<file path="config.mk">
export PLATFORM = sky130hd
export DESIGN_NAME = riscv_ctrl_pipe
export DESIGN_NICKNAME = d
export VERILOG_FILES = /design/src/rtl/riscv_ctrl_pkg.sv /design/src/rtl/riscv_hazard_detect.sv /design/src/rtl/riscv_ctrl_pipe.sv
export SDC_FILE = /design/constraint.sdc
export NUM_CORES = 1
export LEC_CHECK = 0
export CAP_MARGIN = 20
export CORE_ASPECT_RATIO = 1.5
export CORE_MARGIN = 5
export CORE_UTILIZATION = 35
export CTS_CLUSTER_DIAMETER = 150
export DETAILED_ROUTE_END_ITERATION = 8
export GPL_TIMING_DRIVEN = 0
export HOLD_SLACK_MARGIN = 0.12
export SYNTH_ARGS = -nofsm -noshare
export SYNTH_HDL_FRONTEND = slang
export SYNTH_HIERARCHICAL = 1
export SYNTH_SLANG_ARGS = --single-unit
</file>
<file path="constraint.sdc">
create_clock -name clk -period 2.6 [get_ports clk]
set_input_delay 0.52 -clock clk [delete_from_list [all_inputs] [get_ports clk]]
set_output_delay 0.52 -clock clk [all_outputs]
set_load 0.01 [all_outputs]
</file>
<file path="src/rtl/riscv_ctrl_pkg.sv">
`timescale 1ns/1ps
// riscv_ctrl_pkg
// Shared definitions for the main decoder and the control pipeline.
// The 8-bit control word is laid out as
//   {ALUSrc, MemToReg, RegWrite, MemRead, MemWrite, Branch, ALUOp[1:0]}
// and the bit indices below are the single source of truth for that layout.
package riscv_ctrl_pkg;

  localparam int CTRL_W   = 8;

  // Control-word bit positions
  localparam int ALUOP_LO = 0;
  localparam int BRANCH   = 2;
  localparam int MEMWRITE = 3;
  localparam int MEMREAD  = 4;
  localparam int REGWRITE = 5;
  localparam int MEMTOREG = 6;
  localparam int ALUSRC   = 7;

  // A bubble carries no side effects in any later stage
  localparam logic [CTRL_W-1:0] CTRL_BUBBLE = 8'h00;

  // Opcodes decoded by the main decoder
  localparam logic [6:0] OP_R  = 7'b0110011;
  localparam logic [6:0] OP_I  = 7'b0000011;
  localparam logic [6:0] OP_S  = 7'b0100011;
  localparam logic [6:0] OP_SB = 7'b1100011;

  // Bundle written into the EX-stage register
  typedef struct packed {
    logic              valid;
    logic [CTRL_W-1:0] ctrl;
    logic [4:0]        rd;
  } ex_bundle_t;

  function automatic ex_bundle_t ex_bubble();
    ex_bundle_t b;
    b.valid = 1'b0;
    b.ctrl  = CTRL_BUBBLE;
    b.rd    = 5'd0;
    return b;
  endfunction

endpackage

</file>
<file path="src/rtl/riscv_hazard_detect.sv">
`timescale 1ns/1ps
// riscv_hazard_detect
// Combinational load-use hazard compare between the instruction in EX and
// the instruction in ID.
// Ports:
//   ex_valid, ex_memread, ex_rd     - EX-stage register contents
//   id_valid, id_rs1, id_rs2        - ID-stage instruction sources
//   id_uses_rs2                     - rs2 is a real operand (R/S/SB)
//   hazard                          - ID must wait one cycle for the load
module riscv_hazard_detect (
  input  logic       ex_valid,
  input  logic       ex_memread,
  input  logic [4:0] ex_rd,
  input  logic       id_valid,
  input  logic [4:0] id_rs1,
  input  logic [4:0] id_rs2,
  input  logic       id_uses_rs2,
  output logic       hazard
);

  logic rs1_match;
  logic rs2_match;

  assign rs1_match = (ex_rd == id_rs1);
  // A load's rs2 field is immediate bits, so it only counts when rs2 is read
  assign rs2_match = id_uses_rs2 && (ex_rd == id_rs2);

  // x0 is never really written, so a load to x0 cannot create a dependency
  assign hazard = ex_valid && ex_memread && (ex_rd != 5'd0) && id_valid &&
                  (rs1_match || rs2_match);

endmodule

</file>
<file path="src/rtl/riscv_ctrl_pipe.sv">
`timescale 1ns/1ps
// riscv_ctrl_pipe
// Carries the decoder's control word and rd through the ID->EX->MEM->WB
// pipeline registers, inserts a one-cycle stall plus bubble on a load-use
// hazard, flushes IF/ID on a branch taken in EX, and counts stall cycles and
// taken-branch flushes in saturating counters.
//
// Valid semantics: a stage's *_valid bit qualifies every other field of that
// stage. When valid is 0 the stage is a bubble and its ctrl/rd are forced to
// zero, so nothing downstream can act on it. There is no back-pressure beyond
// the stall: MEM and WB always advance.
//
// Ports:
//   clk, reset                      - clock, synchronous active-high reset
//   id_valid, id_ctrl, id_rd        - decoded ID instruction (ctrl may be X when !id_valid)
//   id_rs1, id_rs2, id_uses_rs2     - ID source registers for hazard compare
//   ex_zero                         - ALU zero flag for the EX instruction
//   pc_write, ifid_write            - front-end enables, low during a stall
//   ifid_flush, branch_taken        - squash the fetched instruction
//   ex_* / mem_* / wb_*             - stage register contents
//   stall_cnt, flush_cnt            - saturating event counters
module riscv_ctrl_pipe
  import riscv_ctrl_pkg::*;
#(
  parameter int CNT_W = 32
) (
  input  logic              clk,
  input  logic              reset,
  input  logic              id_valid,
  input  logic [CTRL_W-1:0] id_ctrl,
  input  logic [4:0]        id_rs1,
  input  logic [4:0]        id_rs2,
  input  logic              id_uses_rs2,
  input  logic [4:0]        id_rd,
  input  logic              ex_zero,
  output logic              pc_write,
  output logic              ifid_write,
  output logic              ifid_flush,
  output logic              branch_taken,
  output logic              ex_valid,
  output logic [CTRL_W-1:0] ex_ctrl,
  output logic [4:0]        ex_rd,
  output logic              mem_valid,
  output logic              mem_memread,
  output logic              mem_memwrite,
  output logic              mem_regwrite,
  output logic              mem_memtoreg,
  output logic [4:0]        mem_rd,
  output logic              wb_valid,
  output logic              wb_regwrite,
  output logic              wb_memtoreg,
  output logic [4:0]        wb_rd,
  output logic [CNT_W-1:0]  stall_cnt,
  output logic [CNT_W-1:0]  flush_cnt
);

  logic       hazard;
  logic       stall;
  ex_bundle_t ex_next;

  riscv_hazard_detect u_hazard (
    .ex_valid    (ex_valid),
    .ex_memread  (ex_ctrl[MEMREAD]),
    .ex_rd       (ex_rd),
    .id_valid    (id_valid),
    .id_rs1      (id_rs1),
    .id_rs2      (id_rs2),
    .id_uses_rs2 (id_uses_rs2),
    .hazard      (hazard)
  );

  assign branch_taken = ex_valid && ex_ctrl[BRANCH] && ex_zero;
  // A taken branch discards the ID instruction anyway, so it wins over a stall
  assign stall        = hazard && !branch_taken;
  assign pc_write     = !stall;
  assign ifid_write   = !stall;
  assign ifid_flush   = branch_taken;

  // Only a real, non-stalled, non-squashed ID instruction enters EX; every
  // other case loads a clean bubble so X on id_ctrl never propagates.
  always_comb begin
    ex_next = ex_bubble();
    if (id_valid && !stall && !branch_taken) begin
      ex_next.valid = 1'b1;
      ex_next.ctrl  = id_ctrl;
      ex_next.rd    = id_rd;
    end
  end

  always_ff @(posedge clk) begin
    if (reset) begin
      ex_valid     <= 1'b0;
      ex_ctrl      <= CTRL_BUBBLE;
      ex_rd        <= 5'd0;
      mem_valid    <= 1'b0;
      mem_memread  <= 1'b0;
      mem_memwrite <= 1'b0;
      mem_regwrite <= 1'b0;
      mem_memtoreg <= 1'b0;
      mem_rd       <= 5'd0;
      wb_valid     <= 1'b0;
      wb_regwrite  <= 1'b0;
      wb_memtoreg  <= 1'b0;
      wb_rd        <= 5'd0;
      stall_cnt    <= '0;
      flush_cnt    <= '0;
    end else begin
      ex_valid     <= ex_next.valid;
      ex_ctrl      <= ex_next.ctrl;
      ex_rd        <= ex_next.rd;

      mem_valid    <= ex_valid;
      mem_memread  <= ex_ctrl[MEMREAD];
      mem_memwrite <= ex_ctrl[MEMWRITE];
      mem_regwrite <= ex_ctrl[REGWRITE];
      mem_memtoreg <= ex_ctrl[MEMTOREG];
      mem_rd       <= ex_rd;

      wb_valid     <= mem_valid;
      wb_regwrite  <= mem_regwrite;
      wb_memtoreg  <= mem_memtoreg;
      wb_rd        <= mem_rd;

      if (stall && (stall_cnt != '1)) begin
        stall_cnt <= stall_cnt + 1'b1;
      end
      if (branch_taken && (flush_cnt != '1)) begin
        flush_cnt <= flush_cnt + 1'b1;
      end
    end
  end

  // EX cannot hold both a load and a branch, so these never coincide
  always_ff @(posedge clk) begin
    if (!reset) begin
      assert (!(hazard && branch_taken));
    end
  end

endmodule

</file>
; Word-level counts from Yosys, hierarchy flattened
; Cells that the tools add are included.
[classes]
add_sub_neg = 2
n_eq_ne = 4
n_mux = 1
bitwise_logic = 1
n_reduce_logical = 17
[op_table]
columns = cell, count
row1 = 32-bit by 1-bit adder with 32-bit output (second input constant), 2
row2 = 32-bit != test (second input constant), 2
row3 = 14-bit two-way mux, 1
row4 = 1-bit logical AND, 12
row5 = 5-bit equality test, 2
row6 = 5-bit nonzero test, 1
row7 = 1-bit zero test, 2
row8 = 2-bit OR reduction, 1
row9 = 1-bit logical OR, 1
row10 = 1-bit inverter, 1
[word_totals]
reg_bits = 96
inputBits = 28
output_inout_bits = 100
word_cells = 40

; Logic depth before layout (Yosys ltp)
; Gate-level depths: netlist of the first run.
[depth]
depth_word = 10
depth_mapped = 9
mapped_depth_nobuf = 8

; Modules after synthesis
; The synthesis of the first run kept the hierarchy.
[modules_own_cells]
columns = mod, n_inst, cells_each, area_each_um2, seq_area_each_um2
row1 = riscv_ctrl_pipe, 1, 471, 4177.8, 1921.8
row2 = riscv_hazard_detect, 1, 17, 130.1, 0.0

; Worst setup path before layout of the first run
; OpenSTA, ideal clock, no wires.
[synth_path]
kind = input to register
startpoint = input port id_rs2[2]
endpoint = register stall_cnt[25]
setup_ns = 0.070
t_arrival_ns = 2.411
required_ns = 2.530
setup_slack_ns = 0.119
cell_stages = 9
path_buffers = 1
cell_sequence = xor2_1 nor4_1 nand3_1 a21oi_1 nand2_1 or2_0 buf_2 or4_1 a21oi_1
[synth_between]
elab_chain_len = 6
[synth_lines]
columns = element, line
row1 = "start, declared", riscv_ctrl_pipe.sv:32  ; input logic [4:0] id_rs2,
row2 = 5-bit equality test, riscv_hazard_detect.sv:26  ; assign rs2_match = id_uses_rs2 && (ex_rd == id_rs2);
row3 = 1-bit logical AND, riscv_hazard_detect.sv:26
row4 = 1-bit logical OR, riscv_hazard_detect.sv:30  ; (rs1_match || rs2_match);
row5 = 1-bit logical AND, riscv_hazard_detect.sv:29  ; assign hazard = ex_valid && ex_memread && (ex_rd != 5'd0) && id_valid &&
row6 = via hazard, riscv_ctrl_pipe.sv:57  ; logic hazard;
row7 = 1-bit logical AND, riscv_ctrl_pipe.sv:74  ; assign stall = hazard && !branch_taken;
row8 = 1-bit logical AND, riscv_ctrl_pipe.sv:124  ; if (stall && (stall_cnt != '1)) begin
row9 = "end signal, assigned", riscv_ctrl_pipe.sv:125  ; stall_cnt <= stall_cnt + 1'b1;
row10 = "end, declared", riscv_ctrl_pipe.sv:53  ; output logic [CNT_W-1:0] stall_cnt,
; The timed path passes the listed nets, and every way through them passes these cells.
; A chain may end at the register's enable or synchronous reset.

; Final worst setup path of the first run
[layout_path]
startpoint = input port ex_zero
endpoint = output port ifid_flush
[layout_between]
elab_chain_len = 1
[layout_lines]
columns = element, line
row1 = "start, declared", riscv_ctrl_pipe.sv:35  ; input logic ex_zero,
row2 = 1-bit logical AND, riscv_ctrl_pipe.sv:72  ; assign branch_taken = ex_valid && ex_ctrl[BRANCH] && ex_zero;
row3 = "end, declared", riscv_ctrl_pipe.sv:38  ; output logic ifid_flush,
; No other way between the ends.

==> results of run 1 <==
critical path: cells and delay by family:
family	cells	cell delay, ps
buffers and inverters	4	1310
and+or+nand+nor	1	150
routing by layer:
| layer | up-vias | share of wire, % | track usage, % |
|---|---|---|---|
| li1 | 2097 | - | - |
| met1 | 2045 | 38 | 20.8 |
| met2 | 121 | 55 | 33.2 |
| met3 | 20 | 5.2 | 3.79 |
| met4 | 0 | 1.7 | 7.89 |
| met5 | - | 0 | 0 |
cells in the mapped netlist, types with 2 or more instances:
cell       instances
a21oi_1           42
and2_1            13
and3_1             3
and4_1            11
buf_2              5
buf_4              3
clkbuf_1          15
dfxtp_1           96
ha_1               2
inv_1             11
mux2_2             7
mux2i_1            2
nand2_1           28
nand2b_1           2
nand3_1           23
nand3b_1           2
nand4_1           20
nor2_1            30
nor2b_1           28
nor3_1             5
nor4_1             3
nor4b_1            2
o2111ai_1          2
o211ai_1           5
o21ai_0           24
o31ai_1           21
o41ai_1            2
or2_2              2
or3_1             17
or4_1             25
or4b_2             2
xnor2_1            5
xor2_1            13
power groups by stage:
stage	combinational [uW]	sequential, uW	clock, uW
floorplan	46.6	1540	0
global placement	149	1530	0
detailed placement	151	1530	0
CTS	153	1500	1340
global route	165	1500	1400
finish	154	1500	1300
state kept, by name, summed over array words and instances, names as in the netlist:
name / cells
flush_cnt: 32
wb_memtoreg: 1
mem_rd: 5
ex_valid: 1
wb_regwrite: 1
wb_valid: 1
mem_memwrite: 1
ex_rd: 5
stall_cnt: 32
mem_valid: 1
mem_regwrite: 1
wb_rd: 5
ex_ctrl: 8
mem_memread: 1
mem_memtoreg: 1
per-stage QoR:
step,hold WS (ps),instances
after floorplan,492,488
after global placement,444,768
after detailed placement,453,768
after CTS,465,789
after global routing,478,792
final,461,792
kinds of logic after synthesis:
family,synth area share (%)
and+or+nand+nor,31.2
AOI/OAI and AO/OA,14.2
DFF,44.6
buffers and inverters,3.46
xor gates and xnor gates,3.66
muxes,2.29
adders and majority gates,0.581
repair_timing:
action                                  4_1_cts  5_1_grt
setup buffers                                 4        3
resized for setup                            24       37
gates cloned                                  1        0
hold buffers                                  0        0
pin swaps                                     4       13
endpoints found under the setup margin       39       53
cell type report:
class	instances	area share [%]
Sequential cell	96	30.5
Clock buffer	11	3.69
Clock inverter	5	0.893
Tap cell	153	3.04
Timing Repair Buffer	135	21.2
Multi-Input combinational cell	357	37.9
Inverter	11	0.695
Buffer	24	2.02
worst max path at each step:
| stage | from | to | slack, ps | cells past startpoint |
|---|---|---|---|---|
| 4_1_cts | id_rs2[4] | stall_cnt[28] | -20 | 10 |
| 3_3_place_gp | id_rs2[2] | stall_cnt[28] | -720 | 9 |
| 2_1_floorplan | id_rs2[2] | stall_cnt[25] | 120 | 9 |
| 3_5_place_dp | id_rs2[2] | stall_cnt[28] | -790 | 9 |
| 6_report | ex_zero | ifid_flush | 100 | 5 |
| 5_1_grt | id_rs2[1] | stall_cnt[21] | -9 | 11 |
==> results.cfg, run 1 <==
[drt]
drtIter0Drc = 153
via_count = 4283
wl_per_cell_um = 17.2
wl_um = 13600
dr.pass1.iters = 4
vias_per_cell = 5.41
drc = 0
postRouteAntennaNets = 0

[pwr]
combPwrFrac_pct = 5.2
power_uw = 2950
p_clk_share_pct = 44.1
cellLeakagePower_uw = 0.00210
peakVddDrop_mv = 0.419
netSwitchingFraction_pct = 21.5
p_sw_uw = 636
power.density_nw_per_um2 = 469
seqPwrFrac_pct = 50.7
p_int_uw = 2320

[floorplanning]
initial_core_util_pct = 35.8
die_area_um2 = 14700
ios = 128
core_area_um2 = 12000
die_x_um = 101
rows = 49
die_h_um = 146

[placed_design]
place_congestion = 0.899
hpwl_um = 10100
portBuffers = 127
place_ws_ps = -787
placed_area_um2 = 5770

[hold_path]
whs_endpoint = wb_rd[0]
hp-start = mem_rd[0]
hold_path_depth = 1
min_path_type = reg -> reg

[timing]
tightest_slew_ps = 593
rsz0062_at_grt = true
tns_ps = 0
hold_viol = 0
post-route-min-period_ps = 2500
fmax_mhz = 400
slew_headroom_pct = 60.2
drv_slew = 0
worst_slack_ps = 97.5
fin_crit_sh_pct = 96.2
skew_ps = 8.74
setup_viol = 0

[synth]
async_reset_ff_share_pct = 0
post_synth.cell_area_avg_um2 = 8.83
ys_ff_latch = 96
synth_area_leaders = dfxtp_1 45%, a21oi_1 4.9%, or4_1 4.4%, nor2b_1 4.1%, o31ai_1 3.7%
seq_area_frac_synth_pct = 44.6
synth_nets = 518
syn_area_um2 = 4310
yosys.cell_types.count = 50
synth_flop_cell = dfxtp_1
yosysTopAreaCell = dfxtp_1
synth-edff-count = 0
yosys_warnings = 6
synth_top_area_share_pct = 44.6
syn_inst = 488

[clock_tree]
numCtsBuffers = 9
cts-root-buf = clkbuf_16
clk_latency_ps = 340
clock_sinks = 96
tritoncts = yes
path_clk_slew_ps = 60
htreeDepth = 3
clockBufferDepth = 2

[worst_setup_path]
r2r-start = flush_cnt[1]
crit_slowest_cell = clkdlybuf4s50_1
rrSetupSlack_ps = 180
cp_common_cell = clkdlybuf4s50_1
cpPeakStageDelay_ps = 530
path_cells = clkdlybuf4s50_1 -> nand3_4 -> inv_4 -> buf_4 -> clkdlybuf4s50_1
startpoint_type = input pin
crit_fanout = 6
reg2regPathDepth = 7
setup.worst_path.end_class = output port
critPathArrivalTime_ps = 1980
crit_type = in -> out
critPathRequiredTime_ps = 2080
worstReg2RegEnd = flush_cnt[30]

[outcome]
status = complete, no violations

[grt]
grt_start_max_net_pins = 16
grt_pass1_vias = 4235
antenna_found_initial = 0
grt_use_total_pct = 18.6
gr-total-overflow = 0
grt_pass1_wl_um = 21900

[finish]
n_antenna_cell = 0
final_core_utilization_pct = 52.5
multiInputGateArea_um2 = 2390
num-nets-final = 664
area_growth_pct = 46.3
fin_area_um2 = 6300
fillers = 1202
final_cell_mix = 121 x clkdlybuf4s50_1, 93 x dfxtp_1, 34 x a21oi_1
final_common_cell = clkdlybuf4s50_1
seqCellArea_um2 = 1930
drive_gt1_share_pct = 12.2

[job]
drv_cap = 0
(Power assumes the default switching activity.)
==> inputs of run 2 (changes only) <==
--- a/config.mk
+++ b/config.mk
@@ -5,8 +5,6 @@
 export SDC_FILE = /design/constraint.sdc
 export NUM_CORES = 1
 export LEC_CHECK = 0
-export CAP_MARGIN = 20
-export CORE_ASPECT_RATIO = 1.5
 export CORE_MARGIN = 5
 export CORE_UTILIZATION = 35
 export CTS_CLUSTER_DIAMETER = 150
==> run 2 against run 1 <==
  * Fmax is 0.45% higher
  * Global-route usage is 0.44 points lower
  * Combinational power is 3% lower
  * Total power down 0.53%
  * Largest power group unchanged
==> results.cfg, run 2 (same netlist as run 1, synthesis figures left out) <==
[floorplanning]
core_area_um2 = 12100
die_area_um2 = 14600
initial_core_util_pct = 35.7
rows = 40
die_x_um = 121
die_h_um = 121
ios = 128

[job]
drv_cap = 0

[timing]
skew_ps = 7.24
post-route-min-period_ps = 2490
tightest_slew_ps = 556
worst_slack_ps = 109
drv_slew = 0
setup_viol = 0
hold_viol = 0
fin_crit_sh_pct = 95.8
slew_headroom_pct = 62.6
fmax_mhz = 401

[drt]
wl_um = 13200
postRouteAntennaNets = 0
drtIter0Drc = 366
via_count = 4296
dr.pass1.iters = 5
vias_per_cell = 5.32
drc = 0
wl_per_cell_um = 16.4

[outcome]
status = complete, no violations

[clock_tree]
clock_sinks = 96
clk_latency_ps = 350
cts-root-buf = clkbuf_16
postCtsHoldBufs = 0
tritoncts = yes
path_clk_slew_ps = 70
numCtsBuffers = 9
clockBufferDepth = 2
htreeDepth = 3

[finish]
final_core_utilization_pct = 52.1
num-nets-final = 664
reg_top3 = flush_cnt x32, stall_cnt x32, ex_ctrl x8
final_common_cell = clkdlybuf4s50_1
fillers = 1174
drive_gt1_share_pct = 11.0
fin_cells = 807
n_antenna_cell = 0
area_growth_pct = 45.9
final_cell_mix = 118 x clkdlybuf4s50_1, 93 x dfxtp_1, 37 x a21oi_1

[grt]
grt.met1_usage_pct = 23.7
grt-busiest-layer = met2
grt_start_max_net_pins = 19
antenna_found_initial = 0
grt_pass1_vias = 4082
grt_pass1_wl_um = 21200
grt_use_total_pct = 18.1
gr-total-overflow = 0
use_met2_pct = 29.0
use_met3_pct = 4.90

[pwr]
combPwrFrac_pct = 5.1
cellLeakagePower_uw = 0.00211
netSwitchingFraction_pct = 23.9
peakVddDrop_mv = 0.270
p_sw_uw = 704
power_uw = 2940
seqPwrFrac_pct = 51.0
power.density_nw_per_um2 = 468
p_int_uw = 2230
p_clk_share_pct = 43.9

[worst_setup_path]
critPathArrivalTime_ps = 2780
path_cells = xor2_1 -> nor4_1 -> nand3_1 -> a21oi_4 -> buf_6 -> o311ai_4 -> clkbuf_8 -> buf_4 -> or4b_4 -> a21oi_2
rrSetupSlack_ps = 110
cpPeakStageDelay_ps = 480
setup.worst_path.end_class = flop
crit_slowest_cell = or4b_4
critPathRequiredTime_ps = 2880
startpoint_type = flop
crit_type = reg -> reg
crit_fanout = 5

[hold_path]
min_path_type = reg -> reg

[placed_design]
place_ws_ps = -714
hpwl_um = 9730
numPlacedInstances = 783
portBuffers = 127
place_congestion = 0.843
run 2: changes by cell type in the layout (fill, tap and decap cells not counted), moves of 3 or more:
cell	previous run	this run
a21oi_1	34	37
a21oi_2	7	4
buf_4	13	9
clkdlybuf4s50_1	121	118
dlymetal6s2s_1	2	7
inv_6	1	4
or4_1	21	24
or4_4	6	3
run 2: per-layer routing:
metal	vias to the layer above	share of wire (%)
met5	-	0
met3	21	6.0
met2	134	46
met1	2037	47
li1	2104	-
met4	0	1.7
run 2: timing repair:
item,4_1_cts,5_1_grt
buffers inserted,5,2
cloned,1,0
gates resized for setup,22,34
setup endpoints to repair,35,53
pin swaps,6,11
run 2: power groups by stage:
| stage | clock network (uW) | logic, uW | registers (uW) |
|---|---|---|---|
| floorplan | 0 | 46.6 | 1540 |
| global placement | 0 | 147 | 1530 |
| detailed placement | 0 | 149 | 1530 |
| CTS | 1330 | 152 | 1500 |
| global route | 1390 | 161 | 1500 |
| finish | 1290 | 149 | 1500 |
run 2: layout make-up:
class                      count  area (um2)  share of cell area (%)
timing repair buffer         135        1350                    21.4
inverter                      11        43.8                   0.697
tap                          168         210                    3.35
sequential                    96        1930                    30.6
clock buffer                   9         225                    3.58
clock inverter                 7        60.1                   0.956
buffer                        24         136                    2.17
multi-input combinational    357        2330                    37.2
run 2: final timing paths:
| path | startpoint | endpoint | depth (start not counted) |
|---|---|---|---|
| max | ex_rd[3] | stall_cnt[28] | 10 |
| min | mem_rd[3] | wb_rd[3] | 1 |
| max reg2reg | ex_rd[3] | stall_cnt[28] | 10 |
| min reg2reg | mem_rd[3] | wb_rd[3] | 1 |
run 2: metrics by stage:
step	setup TNS (ps)	instance area, um2	hold WS [ps]
after floorplan	0	4310	492
after global placement	-22460	5790	446
after detailed placement	-24110	5790	452
after CTS	0	6190	465
after global routing	-0.493	6280	479
final	0	6280	463
run 2: worst max-delay path, delay by kind of cell, from the launching register on:
kind	cells	cell delay [ps]
flip-flops	1	360
AO/OA/AOI/OAI	3	500
AND/OR/NAND/NOR	3	930
buffers and inverters	3	460
XOR/XNOR	1	170
==> inputs of run 3 (changes only) <==
--- a/config.mk
+++ b/config.mk
@@ -11,6 +11,7 @@
 export DETAILED_ROUTE_END_ITERATION = 8
 export GPL_TIMING_DRIVEN = 0
 export HOLD_SLACK_MARGIN = 0.12
+export SLEW_MARGIN = 5
 export SYNTH_ARGS = -nofsm -noshare
 export SYNTH_HDL_FRONTEND = slang
 export SYNTH_HIERARCHICAL = 1
==> results of run 3 <==
No change in the layout: final DEF, timing and power equal those of run 2.
